$ cat config.mk
export PLATFORM = sky130hd
export DESIGN_NAME = hazard_ctrl
export DESIGN_NICKNAME = d
export VERILOG_FILES = /design/src/rtl/hazard_ctrl.sv
export SDC_FILE = /design/constraint.sdc
export NUM_CORES = 1
export LEC_CHECK = 0
export CAP_MARGIN = 20
export CORE_MARGIN = 3
export CORE_UTILIZATION = 45
export CTS_CLUSTER_SIZE = 25
export DETAILED_ROUTE_END_ITERATION = 8
export PLACE_DENSITY = 0.92
export SETUP_SLACK_MARGIN = 0.02
export SLEW_MARGIN = 20
export SYNTH_ARGS = -nofsm -noshare
export SYNTH_HDL_FRONTEND = slang
export SYNTH_SLANG_ARGS = --single-unit
$ cat constraint.sdc
create_clock -name clk -period 2.2 [get_ports clk]
set_input_delay 0.44 -clock clk [delete_from_list [all_inputs] [get_ports clk]]
set_output_delay 0.44 -clock clk [all_outputs]
set_load 0.05 [all_outputs]
$ cat src/rtl/hazard_ctrl.sv
// Hazard control unit for a 5-stage pipeline: load-use / RAW stall FSM,
// branch flush, ALU operand forwarding select and saturating event counters.
// Build option: define HAZARD_FWD_EN to enable forwarding; the detector then
// stalls only on load-use. Without it, forwarding is tied off and every RAW
// dependency on a live writer stalls until that writer has retired.
module hazard_ctrl #(
    parameter int REG_DIR_WIDTH = 3,
    parameter int CNT_WIDTH     = 16
) (
    input  logic                     clk,
    input  logic                     rst,
    input  logic [REG_DIR_WIDTH-1:0] id_rs,
    input  logic [REG_DIR_WIDTH-1:0] id_rt,
    input  logic                     idex_memread,
    input  logic                     idex_regwrite,
    input  logic [REG_DIR_WIDTH-1:0] idex_wreg,
    input  logic [REG_DIR_WIDTH-1:0] ex_rs,
    input  logic [REG_DIR_WIDTH-1:0] ex_rt,
    input  logic                     exmem_regwrite,
    input  logic                     exmem_branch,
    input  logic                     exmem_zero,
    input  logic [REG_DIR_WIDTH-1:0] exmem_wreg,
    input  logic                     memwb_regwrite,
    input  logic [REG_DIR_WIDTH-1:0] memwb_wreg,
    output logic                     pc_hold,
    output logic                     ifid_hold,
    output logic                     idex_bubble,
    output logic                     ifid_flush,
    output logic                     idex_flush,
    output logic                     exmem_flush,
    output logic [1:0]               fwd_a,
    output logic [1:0]               fwd_b,
    output logic [CNT_WIDTH-1:0]     stall_cnt,
    output logic [CNT_WIDTH-1:0]     flush_cnt
);

    typedef enum logic {
        RUN   = 1'b0,
        STALL = 1'b1
    } state_t;

    state_t                 state_q, state_d;
    logic [1:0]             scnt_q, scnt_d;
    logic [CNT_WIDTH-1:0]   stall_cnt_q, stall_cnt_d;
    logic [CNT_WIDTH-1:0]   flush_cnt_q, flush_cnt_d;

    logic                   br_taken;
    logic                   hazard;
    logic [1:0]             req_cycles;
    logic                   stall_req;
    logic [1:0]             fwd_a_raw, fwd_b_raw;
    logic                   unused_inputs;

    // Register 0 is hardwired to zero, so it can never carry a dependency.
    function automatic logic reg_hit(input logic [REG_DIR_WIDTH-1:0] writer,
                                     input logic [REG_DIR_WIDTH-1:0] src);
        return (writer != '0) && (writer == src);
    endfunction

    function automatic logic [CNT_WIDTH-1:0] sat_inc(input logic [CNT_WIDTH-1:0] v);
        return (&v) ? v : v + {{(CNT_WIDTH-1){1'b0}}, 1'b1};
    endfunction

    assign br_taken = exmem_branch & exmem_zero;

`ifdef HAZARD_FWD_EN
    // Forwarding covers ALU results; only a load feeding the next instruction must wait one cycle.
    always_comb begin
        hazard     = idex_memread & (reg_hit(idex_wreg, id_rs) | reg_hit(idex_wreg, id_rt));
        req_cycles = 2'd1;
        fwd_a_raw  = 2'b00;
        fwd_b_raw  = 2'b00;
        if (exmem_regwrite && reg_hit(exmem_wreg, ex_rs)) begin
            fwd_a_raw = 2'b10;
        end else if (memwb_regwrite && reg_hit(memwb_wreg, ex_rs)) begin
            fwd_a_raw = 2'b01;
        end
        if (exmem_regwrite && reg_hit(exmem_wreg, ex_rt)) begin
            fwd_b_raw = 2'b10;
        end else if (memwb_regwrite && reg_hit(memwb_wreg, ex_rt)) begin
            fwd_b_raw = 2'b01;
        end
    end

    // The ID/EX write flag matters only to the non-forwarding detector.
    assign unused_inputs = idex_regwrite;
`else
    logic idex_hit, exmem_hit, memwb_hit;

    // Any live writer of an ID source stalls; the nearest writer decides how long.
    always_comb begin
        idex_hit   = idex_regwrite  & (reg_hit(idex_wreg, id_rs)  | reg_hit(idex_wreg, id_rt));
        exmem_hit  = exmem_regwrite & (reg_hit(exmem_wreg, id_rs) | reg_hit(exmem_wreg, id_rt));
        memwb_hit  = memwb_regwrite & (reg_hit(memwb_wreg, id_rs) | reg_hit(memwb_wreg, id_rt));
        hazard     = idex_hit | exmem_hit | memwb_hit;
        req_cycles = 2'd1;
        if (idex_hit) begin
            req_cycles = 2'd3;
        end else if (exmem_hit) begin
            req_cycles = 2'd2;
        end
        fwd_a_raw  = 2'b00;
        fwd_b_raw  = 2'b00;
    end

    // Load flag and EX-stage sources feed only the forwarding build.
    assign unused_inputs = ^{idex_memread, ex_rs, ex_rt};
`endif

    // Stall sequencer: the first stall cycle is issued from RUN, the rest are counted down in STALL.
    always_comb begin
        state_d   = state_q;
        scnt_d    = scnt_q;
        stall_req = 1'b0;
        case (state_q)
            RUN: begin
                if (!br_taken && hazard) begin
                    stall_req = 1'b1;
                    if (req_cycles > 2'd1) begin
                        state_d = STALL;
                        scnt_d  = req_cycles - 2'd1;
                    end
                end
            end
            STALL: begin
                if (br_taken) begin
                    // The stalled instruction is being flushed anyway.
                    state_d = RUN;
                    scnt_d  = 2'd0;
                end else begin
                    stall_req = 1'b1;
                    if (scnt_q <= 2'd1) begin
                        state_d = RUN;
                        scnt_d  = 2'd0;
                    end else begin
                        scnt_d  = scnt_q - 2'd1;
                    end
                end
            end
            default: begin
                state_d = RUN;
                scnt_d  = 2'd0;
            end
        endcase
    end

    // Pipeline control outputs, forced quiet while reset is held.
    always_comb begin
        pc_hold     = 1'b0;
        ifid_hold   = 1'b0;
        idex_bubble = 1'b0;
        ifid_flush  = 1'b0;
        idex_flush  = 1'b0;
        exmem_flush = 1'b0;
        fwd_a       = 2'b00;
        fwd_b       = 2'b00;
        if (rst) begin
            pc_hold     = stall_req;
            ifid_hold   = stall_req;
            idex_bubble = stall_req;
            ifid_flush  = br_taken;
            idex_flush  = br_taken;
            exmem_flush = br_taken;
            fwd_a       = fwd_a_raw;
            fwd_b       = fwd_b_raw;
        end
    end

    // Event counter next values, saturating at all-ones.
    always_comb begin
        stall_cnt_d = idex_bubble ? sat_inc(stall_cnt_q) : stall_cnt_q;
        flush_cnt_d = br_taken    ? sat_inc(flush_cnt_q) : flush_cnt_q;
    end

    // FSM state and countdown registers.
    always_ff @(posedge clk or negedge rst) begin
        if (!rst) begin
            state_q <= RUN;
            scnt_q  <= 2'd0;
        end else begin
            state_q <= state_d;
            scnt_q  <= scnt_d;
        end
    end

    // Stall and flush event counters.
    always_ff @(posedge clk or negedge rst) begin
        if (!rst) begin
            stall_cnt_q <= '0;
            flush_cnt_q <= '0;
        end else begin
            stall_cnt_q <= stall_cnt_d;
            flush_cnt_q <= flush_cnt_d;
        end
    end

    assign stall_cnt = stall_cnt_q;
    assign flush_cnt = flush_cnt_q;

endmodule

==> metrics.md, run 1 <==
| Metric | Value |
|---|---|
| Run status | `finished clean` |
| Share of layout cells above drive strength 1 | `0.192` |
| Starting density of the core | `0.486` |
| WP data required | `1.76 ns` |
| TritonCTS clock tree | `built` |
| Final cell count without fillers | `331` |
| Clock sink count | `35` |
| ANT nets after route | `0` |
| First-pass GRT wire length | `7950 um` |
| N_diodes | `0` |
| Yosys top cell by area | `dfrtp_1` |
| Final Cell Area | `2890 um2` |
| EDFF count, synth | `0` |
| Post-Syn Instances | `203` |
| Syn-to-layout area delta | `42.6%` |
| Hold_buf cts | `0` |
| Pint | `0.00147 W` |
| Drt wl/cell | `14.7 um` |
| Die extent in x | `73.1 um` |
| Sequential share of the synthesized area | `0.432` |
| Final Wtd Congestion | `0.798` |
| LEAKAGE | `1.24 nW` |
| Netlist cell types | `35` |
| Synth Cell Area | `2030 um2` |
| Worst VDD drop | `0.721 mV` |
| Critical path startpoint category | `input pin` |
| Yosys reg bits | `35` |
| Part of the power in combinational logic | `0.466` |
| CP peak stage delay | `0.40 ns` |
| Critical Path Sink Type | `primary output` |
| Fraction of power spent switching nets | `0.438` |
| Commonest cells after routing, fill and taps aside | `clkdlybuf4s50_1, dfrtp_1, xnor2_1` |
| Core Area | `4170 um2` |
| Final net count | `311` |
| FFs w/ async S/R, synth | `1.00` |
| Total Power | `0.00262 W` |
| Slew Viols, Final | `0` |
| Largest net degree at the start of global routing | `17` |
| Fin. Hold Viols | `0` |
| Bufs on Longest Clock Path | `2` |
| I/O Buffers | `59` |
| Power share of the clock group | `0.169` |
| Slew headroom | `0.637` |
| Routed via count | `1793` |
| Drt first pass iters | `4` |
| Total track usage | `0.189` |
| Final Worst Setup Slack | `0.0259 ns` |
| Ys flop type | `dfrtp_1` |
| Final min period | `2.17 ns` |
| Drt initial violations | `171` |
| CP arrival | `1.73 ns` |
| DRC | `0` |
| Post-DP HPWL | `3670 um` |
| Grt ovf | `0` |
| Max Fclk | `460 MHz` |
| Critical Path Slowest Stage Cell | `nor4_4` |
| NetSw | `0.00115 W` |
| TritonCTS buffer count | `5` |
| Initial antenna violation count | `0` |
| H-Tree Depth | `2` |
| Inst Count DP | `318` |
| Vias in the first global route | `1763` |
| Sequential power share | `0.365` |
| Most common cell after layout, fill and taps aside | `clkdlybuf4s50_1` |
| Yosys Warn Count | `0` |
| Worst-path clk slew | `0.07 ns` |
| Dpl cell area | `2750 um2` |
| CP max FO | `3` |
| Ranking of synthesized cells by area | `dfrtp_1, xnor2_1, xor2_1` |
| Least-Margin Pin Slew | `0.542 ns` |
| Worst-skew pair later-pin latency | `0.29 ns` |
| Routed vias/inst | `5.42` |
| CP Class | `in2out` |
| Hold Crit Class | `in2async` |
| Skew final | `0.00740 ns` |
| Final worst path period share | `0.988` |
| Die area | `5350 um2` |
| Pwr Density | `907 nW/um2` |
| Hold slack | `0.173 ns` |
| Root buffer cell | `clkbuf_8` |
| Core Rows | `23` |
| Crit-path cells | `dlygate4sd2_1 > xnor2_1 > nand3_1 > a21oi_2 > nor4_4 > nor2_4 > buf_6` |
| Setup violators final | `0` |
| Top-Level Pins | `71` |
| Pre-CTS WS | `-0.348 ns` |
| Post-synth top area share | `0.432` |
| Max-Cap Viols | `0` |
| Total wire length | `4880 um` |
| Synthesized area per cell | `9.99 um2` |
| Overall die height | `73.1 um` |
## critical path, delay by kind of cell
family	cells	cell delay, ns
compound gates	1	0.09
xor+xnor	1	0.15
buf+inv	2	0.47
simple gates	3	0.58
## layer usage
| metal | vias to the layer above | track usage | part of all wire |
|---|---|---|---|
| li1 | 861 | - | - |
| met1 | 863 | 0.243 | 0.43 |
| met2 | 52 | 0.295 | 0.49 |
| met3 | 17 | 0.0468 | 0.043 |
| met4 | 0 | 0.0943 | 0.040 |
| met5 | - | 0 | 0 |
## cells in the mapped netlist, types with 3 or more instances
master	instances
o31ai_1	3
mux2_2	3
a21oi_1	4
nor4_1	7
nor2_1	10
nor3_1	7
o21ai_0	3
dfrtp_1	35
and3_1	3
xor2_1	18
buf_4	8
nor4b_1	3
nand3_1	24
nand4_1	6
inv_1	3
nand2_1	14
xnor2_1	28
## power groups by stage
stage               logic (W)  clock network (W)  registers (W)
finish                0.00122           0.000444       0.000958
global route          0.00129           0.000488       0.000986
CTS                   0.00121           0.000452       0.000957
detailed placement    0.00119                  0       0.000966
global placement      0.00116                  0       0.000957
floorplan            0.000422                  0        0.00131
## metrics by stage
step	utilization	setup TNS (ns)
floorplan	-	0
global placement	0.658	-3.54
detailed placement	0.658	-4.58
CTS	0.683	0
global route	0.693	-0.109
finish	0.693	0
## worst paths after layout
kind	cells after the start	slack (ns)	endpoint	start
min in group clk	1	0.49	flush_cnt[11]	flush_cnt[11]
max in group asynchronous	2	1.80	flush_cnt[2]	rst
hold / removal	2	0.17	stall_cnt[15]	rst
setup / recovery	7	0.03	ifid_hold	id_rt[0]
setup reg to reg	7	0.25	stall_cnt[0]	stall_cnt[9]
hold reg to reg	1	0.49	flush_cnt[11]	flush_cnt[11]
## flip-flops by register name (all words and copies together), names as in the netlist
name and count:
stall_cnt 16, flush_cnt 16, scnt_q 2, state_q 1
## cell type report
cell class                 instances  area (um2)
tap                               50        62.6
inverter                           3        11.3
multi-input combinational        156        1120
clock inverter                     1        5.00
timing repair buffer              79         741
clock buffer                       7        76.3
sequential                        35         876
fill                             295        1280
## repair_timing
| action | 4_1_cts | 5_1_grt |
|---|---|---|
| gates resized for setup | 21 | 15 |
| buffers inserted | 2 | 3 |
| pin swaps | 6 | 10 |
| setup endpoints to repair | 4 | 9 |
## cells by family (layout without fill, tap and decap cells)
logic type / Yosys count / in the layout / synth area share
simple gates: 84 / 84 / 0.233
buf+inv: 15 / 90 / 0.0469
xor+xnor: 46 / 46 / 0.199
mux: 3 / 3 / 0.0167
fa+ha+maj: 2 / 2 / 0.0123
other cells: 1 / 4 / 0.00185
compound gates: 17 / 17 / 0.0592
flops: 35 / 35 / 0.432
Note: power is estimated with default switching activity, not from simulation.
==> run 2: changes to the inputs <==
Settings changed: ABC_AREA set to 1, CORE_UTILIZATION 45 to 48, PLACE_DENSITY 0.92 to 0.93.
==> run 2 against run 1 <==
Clock power rose by 2%. Largest power group unchanged. Critical path type unchanged. Non-clock buffer count fell by 12. Synthesized cell count rose by 65%.
==> metrics.md, run 2 <==
| Metric | Value |
|---|---|
| Bufs on Longest Clock Path | `2` |
| Routed vias/inst | `5.25` |
| Pwr Density | `739 nW/um2` |
| Sequential power share | `0.376` |
| Post-synthesis mux area share | `0` |
| Reg2reg start | `stall_cnt[0]` |
| Post-DP HPWL | `4700 um` |
| ANT nets after route | `0` |
| Max Fclk | `472 MHz` |
| Largest family of logic cells by synthesized area | `simple AND/OR/NAND/NOR gates` |
| Hold slack | `0.517 ns` |
| Starting density of the core | `0.506` |
| CP peak stage delay | `0.45 ns` |
| Largest net degree at the start of global routing | `36` |
| Worst-skew pair later-pin latency | `0.29 ns` |
| Reg2reg path depth | `8` |
| Post-synthesis compound-gate area fraction | `0.0241` |
| Root buffer cell | `clkbuf_8` |
| CP max FO | `3` |
| Die area | `5970 um2` |
| Crit path launch | `idex_regwrite` |
| Clock sink count | `35` |
| Slew Viols, Final | `0` |
| FFs w/ async S/R, synth | `1.00` |
| First-pass GRT wire length | `11000 um` |
| Critical Path Slowest Stage Cell | `clkdlybuf4s50_1` |
| Netlist cell types | `29` |
| EDFF count, synth | `0` |
| Core Area | `4820 um2` |
| CP Class | `in2out` |
| Hold Crit Class | `reg2reg` |
| TritonCTS buffer count | `5` |
| DRC | `0` |
| Hold_buf cts | `0` |
| Slew headroom | `0.645` |
| Simple-gate area share of the yosys netlist | `0.386` |
| Skew final | `0.0115 ns` |
| Final min period | `2.12 ns` |
| Final net count | `430` |
| H-Tree Depth | `2` |
| Synthesized area per cell | `7.30 um2` |
| Drt wl/cell | `13.6 um` |
| Max-Cap Viols | `0` |
| Total track usage | `0.226` |
| NetSw | `0.00104 W` |
| Worst r2r dst | `stall_cnt[10]` |
| Pint | `0.00135 W` |
| Synth Cell Area | `2440 um2` |
| CP top delay family | `buffers and inverters` |
| R2r setup slk | `0.30 ns` |
| Critical Path Sink Type | `primary output` |
| Drt initial violations | `244` |
| Fin. Hold Viols | `0` |
| Die extent in x | `77.3 um` |
| Run status | `finished clean` |
| Post-Syn Instances | `334` |
| Crit-path cells | `clkdlybuf4s50_1 > inv_1 > a31oi_1 > nand2_2 > nand4_4 > and2_4 > buf_12` |
| LEAKAGE | `1.61 nW` |
| Hold Startpoint | `flush_cnt[3]` |
| Synth Area in XOR/XNOR | `0.122` |
| Overall die height | `77.3 um` |
| Final Worst Setup Slack | `0.0827 ns` |
| RSZ-0062 raised after global routing | `no` |
| Yosys top cell by area | `dfrtp_1` |
| Buf/Inv on CP | `3` |
| Grt ovf | `0` |
| Critical Path Sink | `ifid_hold` |
| Final worst path period share | `0.962` |
| Ranking of synthesized cells by area | `dfrtp_1, nand2_1, xnor2_1` |
| Part of the power in combinational logic | `0.434` |
| Ys flop type | `dfrtp_1` |
| Most common cell after layout, fill and taps aside | `nand2_1` |
| Critical path startpoint category | `input pin` |
| Final Wtd Congestion | `0.903` |
| TritonCTS clock tree | `built` |
| Setup violators final | `0` |
| Total wire length | `6340 um` |
| Most frequent cell after synthesis | `nand2_1` |
| N_diodes | `0` |
| Yosys Warn Count | `0` |
| Routed via count | `2451` |
| Pre-CTS WS | `-0.303 ns` |
| Drt first pass iters | `5` |
| Top-Level Pins | `71` |
| WP data required | `1.76 ns` |
| Syn-to-layout area delta | `32.6%` |
| Yosys reg bits | `35` |
| Worst VDD drop | `0.804 mV` |
| Fraction of power spent switching nets | `0.437` |
| Post-synth top area share | `0.359` |
| Least-Margin Pin Slew | `0.531 ns` |
| Power share of the clock group | `0.191` |
| Commonest cells after routing, fill and taps aside | `nand2_1, clkdlybuf4s50_1, inv_1` |
| I/O Buffers | `59` |
| Crit. path cell count | `7` |
| Worst-path clk slew | `0.06 ns` |
| Sequential share of the synthesized area | `0.359` |
| Vias in the first global route | `2440` |
| Share of layout cells above drive strength 1 | `0.0925` |
| Core Rows | `25` |
| CP arrival | `1.68 ns` |
| Initial antenna violation count | `0` |
| Synth Area in Adders | `0.0103` |
| Post-synth top cells | `nand2_1, inv_1, dfrtp_1` |
==> run 2: stage by stage <==
| stage | area (um2) | util | power (W) | setup TNS, ns | instances |
|---|---|---|---|---|---|
| after floorplan | 2450 | - | 0.00156 | 0 | 337 |
| after global placement | 3170 | 0.658 | 0.00190 | -0.740 | 459 |
| after detailed placement | 3170 | 0.658 | 0.00195 | -2.03 | 459 |
| after CTS | 3240 | 0.672 | 0.00240 | 0 | 467 |
| after global routing | 3230 | 0.671 | 0.00252 | 0 | 467 |
| final | 3230 | 0.671 | 0.00239 | 0 | 467 |
==> run 2: area by class of cell <==
type                    count  area [um2]
clock buffers               7        76.3
clock inverters             1        5.00
fillers                   409        1580
inverters                  40         150
multi-input cells         250        1340
flip-flops and latches     35         876
well taps                  67        83.8
repair buffers             67         702
==> run 2: kinds of logic after synthesis <==
kind of cell	after synthesis
DFF	35
AOI/OAI and AO/OA	10
and+or+nand+nor	200
other	1
adders and majority gates	2
buffers and inverters	52
xor gates and xnor gates	34
==> run 2: worst min-delay path by stage <==
stage | end | slack [ns] | cells after the start
after floorplan | flush_cnt[0] | 0.14 | 0
after global placement | flush_cnt[7] | 0.50 | 1
after detailed placement | flush_cnt[3] | 0.50 | 1
after CTS | flush_cnt[3] | 0.52 | 1
after global routing | flush_cnt[3] | 0.55 | 1
final | flush_cnt[3] | 0.52 | 1
==> run 2: timing repair <==
item | CTS | global route
setup endpoints to repair | 3 | 3
resized for setup | 17 | 3
buffers inserted | 0 | 0
==> run 2: power groups by stage <==
| stage | clock, W | combinational (W) | sequential, W |
|---|---|---|---|
| 6_report | 0.000455 | 0.00104 | 0.000898 |
| 3_5_place_dp | 0 | 0.00105 | 0.000903 |
| 2_1_floorplan | 0 | 0.000389 | 0.00117 |
| 4_1_cts | 0.000461 | 0.00104 | 0.000895 |
| 3_3_place_gp | 0 | 0.00101 | 0.000894 |
| 5_1_grt | 0.000491 | 0.00111 | 0.000923 |
==> run 2: metal layers <==
metal,vias up,GRT usage,part of all wire
met5,-,0,0
li1,1187,-,-
met1,1139,0.271,0.39
met4,0,0.0943,0.032
met2,102,0.395,0.51
met3,23,0.0446,0.065
==> run 3: changes to the inputs <==
Clock period 2.2 ns to 2 ns, I/O delays scaled along.
==> run 3 against run 2 <==
Flip-flop and latch count unchanged. Critical path depth down 6. Global-route usage shrank 0.35 points. Register-to-register slack worse by 0.08 ns.
==> metrics.md, run 3 (synthesis gave the netlist of run 2 again) <==
| Metric | Value |
|---|---|
| Run status | `finished clean` |
| ANT nets after route | `0` |
| TNS Setup | `0 ns` |
| RSZ-0062 raised after global routing | `no` |
| Max Fclk | `514 MHz` |
| Die extent in x | `77.3 um` |
| Initial antenna violation count | `0` |
| Max-Cap Viols | `0` |
| Final core occ | `0.686` |
| N_diodes | `0` |
| Final worst path period share | `0.972` |
| TritonCTS buffer count | `5` |
| DRC | `0` |
| Worst-skew pair later-pin latency | `0.29 ns` |
| H-Tree Depth | `2` |
| Routed vias/inst | `5.27` |
| Crit-path cells | `clkdlybuf4s50_1` |
| Grt ovf | `0` |
| Final min period | `1.94 ns` |
| Sequential power share | `0.367` |
| Largest net degree at the start of global routing | `36` |
| TritonCTS clock tree | `built` |
| Fin. Hold Viols | `0` |
| Skew final | `0.00929 ns` |
| Core Rows | `25` |
| Share of layout cells above drive strength 1 | `0.175` |
| Hold_buf cts | `0` |
| NetSw | `0.00117 W` |
| Total track usage | `0.223` |
| Final Wtd Congestion | `0.890` |
| Total wire length | `6450 um` |
| Hold Startpoint | `flush_cnt[9]` |
| Commonest cells after routing, fill and taps aside | `nand2_1, dfrtp_1, inv_1` |
| CP top delay family | `buffers and inverters` |
| Final net count | `442` |
| Critical Path Sink Type | `primary output` |
| Drt wl/cell | `13.5 um` |
| Post-DP HPWL | `4790 um` |
| Die area | `5970 um2` |
| First-pass GRT wire length | `11000 um` |
| CP max FO | `5` |
| Power share of the clock group | `0.188` |
| Final cell count without fillers | `479` |
| Final Cell Area | `3310 um2` |
| Worst VDD drop | `0.894 mV` |
| Fraction of power spent switching nets | `0.439` |
| WP data required | `1.60 ns` |
| CP Class | `reg2out` |
| Starting density of the core | `0.506` |
| Part of the power in combinational logic | `0.444` |
| Critical path startpoint category | `flip-flop` |
| Least-Margin Pin Slew | `0.525 ns` |
| CP arrival | `1.54 ns` |
| Core Area | `4820 um2` |
| Final Worst Setup Slack | `0.0552 ns` |
| Vias in the first global route | `2485` |
| Buf/Inv on CP | `1` |
| Slew headroom | `0.649` |
| Clock sink count | `35` |
| Pre-CTS WS | `-0.318 ns` |
| LEAKAGE | `1.86 nW` |
| Most common cell after layout, fill and taps aside | `nand2_1` |
| Reg2reg start | `flush_cnt[0]` |
| Top-Level Pins | `71` |
| Hold Crit Class | `reg2reg` |
| Critical Path Slowest Stage Cell | `clkdlybuf4s50_1` |
| Routed via count | `2525` |
| Inst Count DP | `462` |
| Drt first pass iters | `5` |
| Slew Viols, Final | `0` |
| I/O Buffers | `59` |
| Setup violators final | `0` |
| Drt initial violations | `217` |
| Syn-to-layout area delta | `35.6%` |
| Bufs on Longest Clock Path | `2` |
| Pwr Density | `803 nW/um2` |
| Root buffer cell | `clkbuf_8` |
| Pint | `0.00149 W` |
| Overall die height | `77.3 um` |
| Dpl cell area | `3170 um2` |
| CP peak stage delay | `0.83 ns` |
| Worst-path clk slew | `0.07 ns` |
| Crit path launch | `stall_cnt[1]` |
==> run 3: cell types whose count changed in the layout (fill, tap and decap cells not counted), sizes merged <==
cell / delta
clkdlybuf4s50: -19
buf: +17
dlymetal6s2s: +12
dlygate4sd2: -9
clkbuf: +8
clkdlybuf4s15: +3
==> run 3: what timing repair did <==
item	4_1_cts	5_1_grt
hold endpoints to repair	0	0
buffers inserted	3	6
endpoints found under the setup margin	3	16
resized for setup	25	37
pin swaps	5	6
==> run 3: worst paths after layout <==
| check | end | slack, ns | depth (start not counted) |
|---|---|---|---|
| setup / recovery | stall_cnt[1] | 0.06 | 1 |
| hold / removal | flush_cnt[9] | 0.52 | 1 |
| setup reg to reg | flush_cnt[8] | 0.22 | 9 |
| hold reg to reg | flush_cnt[9] | 0.52 | 1 |
| max in group asynchronous | scnt_q[0] | 1.04 | 2 |
| min in group asynchronous | stall_cnt[0] | 0.62 | 2 |
==> run 3: power groups by stage <==
stage / Combinational (W) / Sequential [W] / Clock (W)
2_1_floorplan: 0.000429 / 0.00129 / 0
3_3_place_gp: 0.00113 / 0.000972 / 0
3_5_place_dp: 0.00117 / 0.000983 / 0
4_1_cts: 0.00118 / 0.000973 / 0.000509
5_1_grt: 0.00125 / 0.000991 / 0.000538
6_report: 0.00118 / 0.000976 / 0.000500
==> run 3: layout make-up <==
class	instances	area, um2
fillers	375	1510
well taps	67	83.8
repair buffers	79	768
multi-input cells	250	1350
clock inverters	1	5.00
clock buffers	7	76.3
flip-flops and latches	35	876
inverters	40	150
==> run 3: metal layers <==
layer / up-vias / track usage / share of wire
li1: 1213 / - / -
met1: 1197 / 0.265 / 0.40
met2: 97 / 0.392 / 0.52
met3: 18 / 0.0552 / 0.060
met4: 0 / 0.0712 / 0.025
met5: - / 0 / 0
==> run 3: through the flow <==
step / hold slack, ns / power, W
floorplan: 0.104 / 0.00172
global placement: 0.505 / 0.00210
finish: 0.518 / 0.00266
CTS: 0.522 / 0.00266
detailed placement: 0.506 / 0.00215
global route: 0.548 / 0.00278
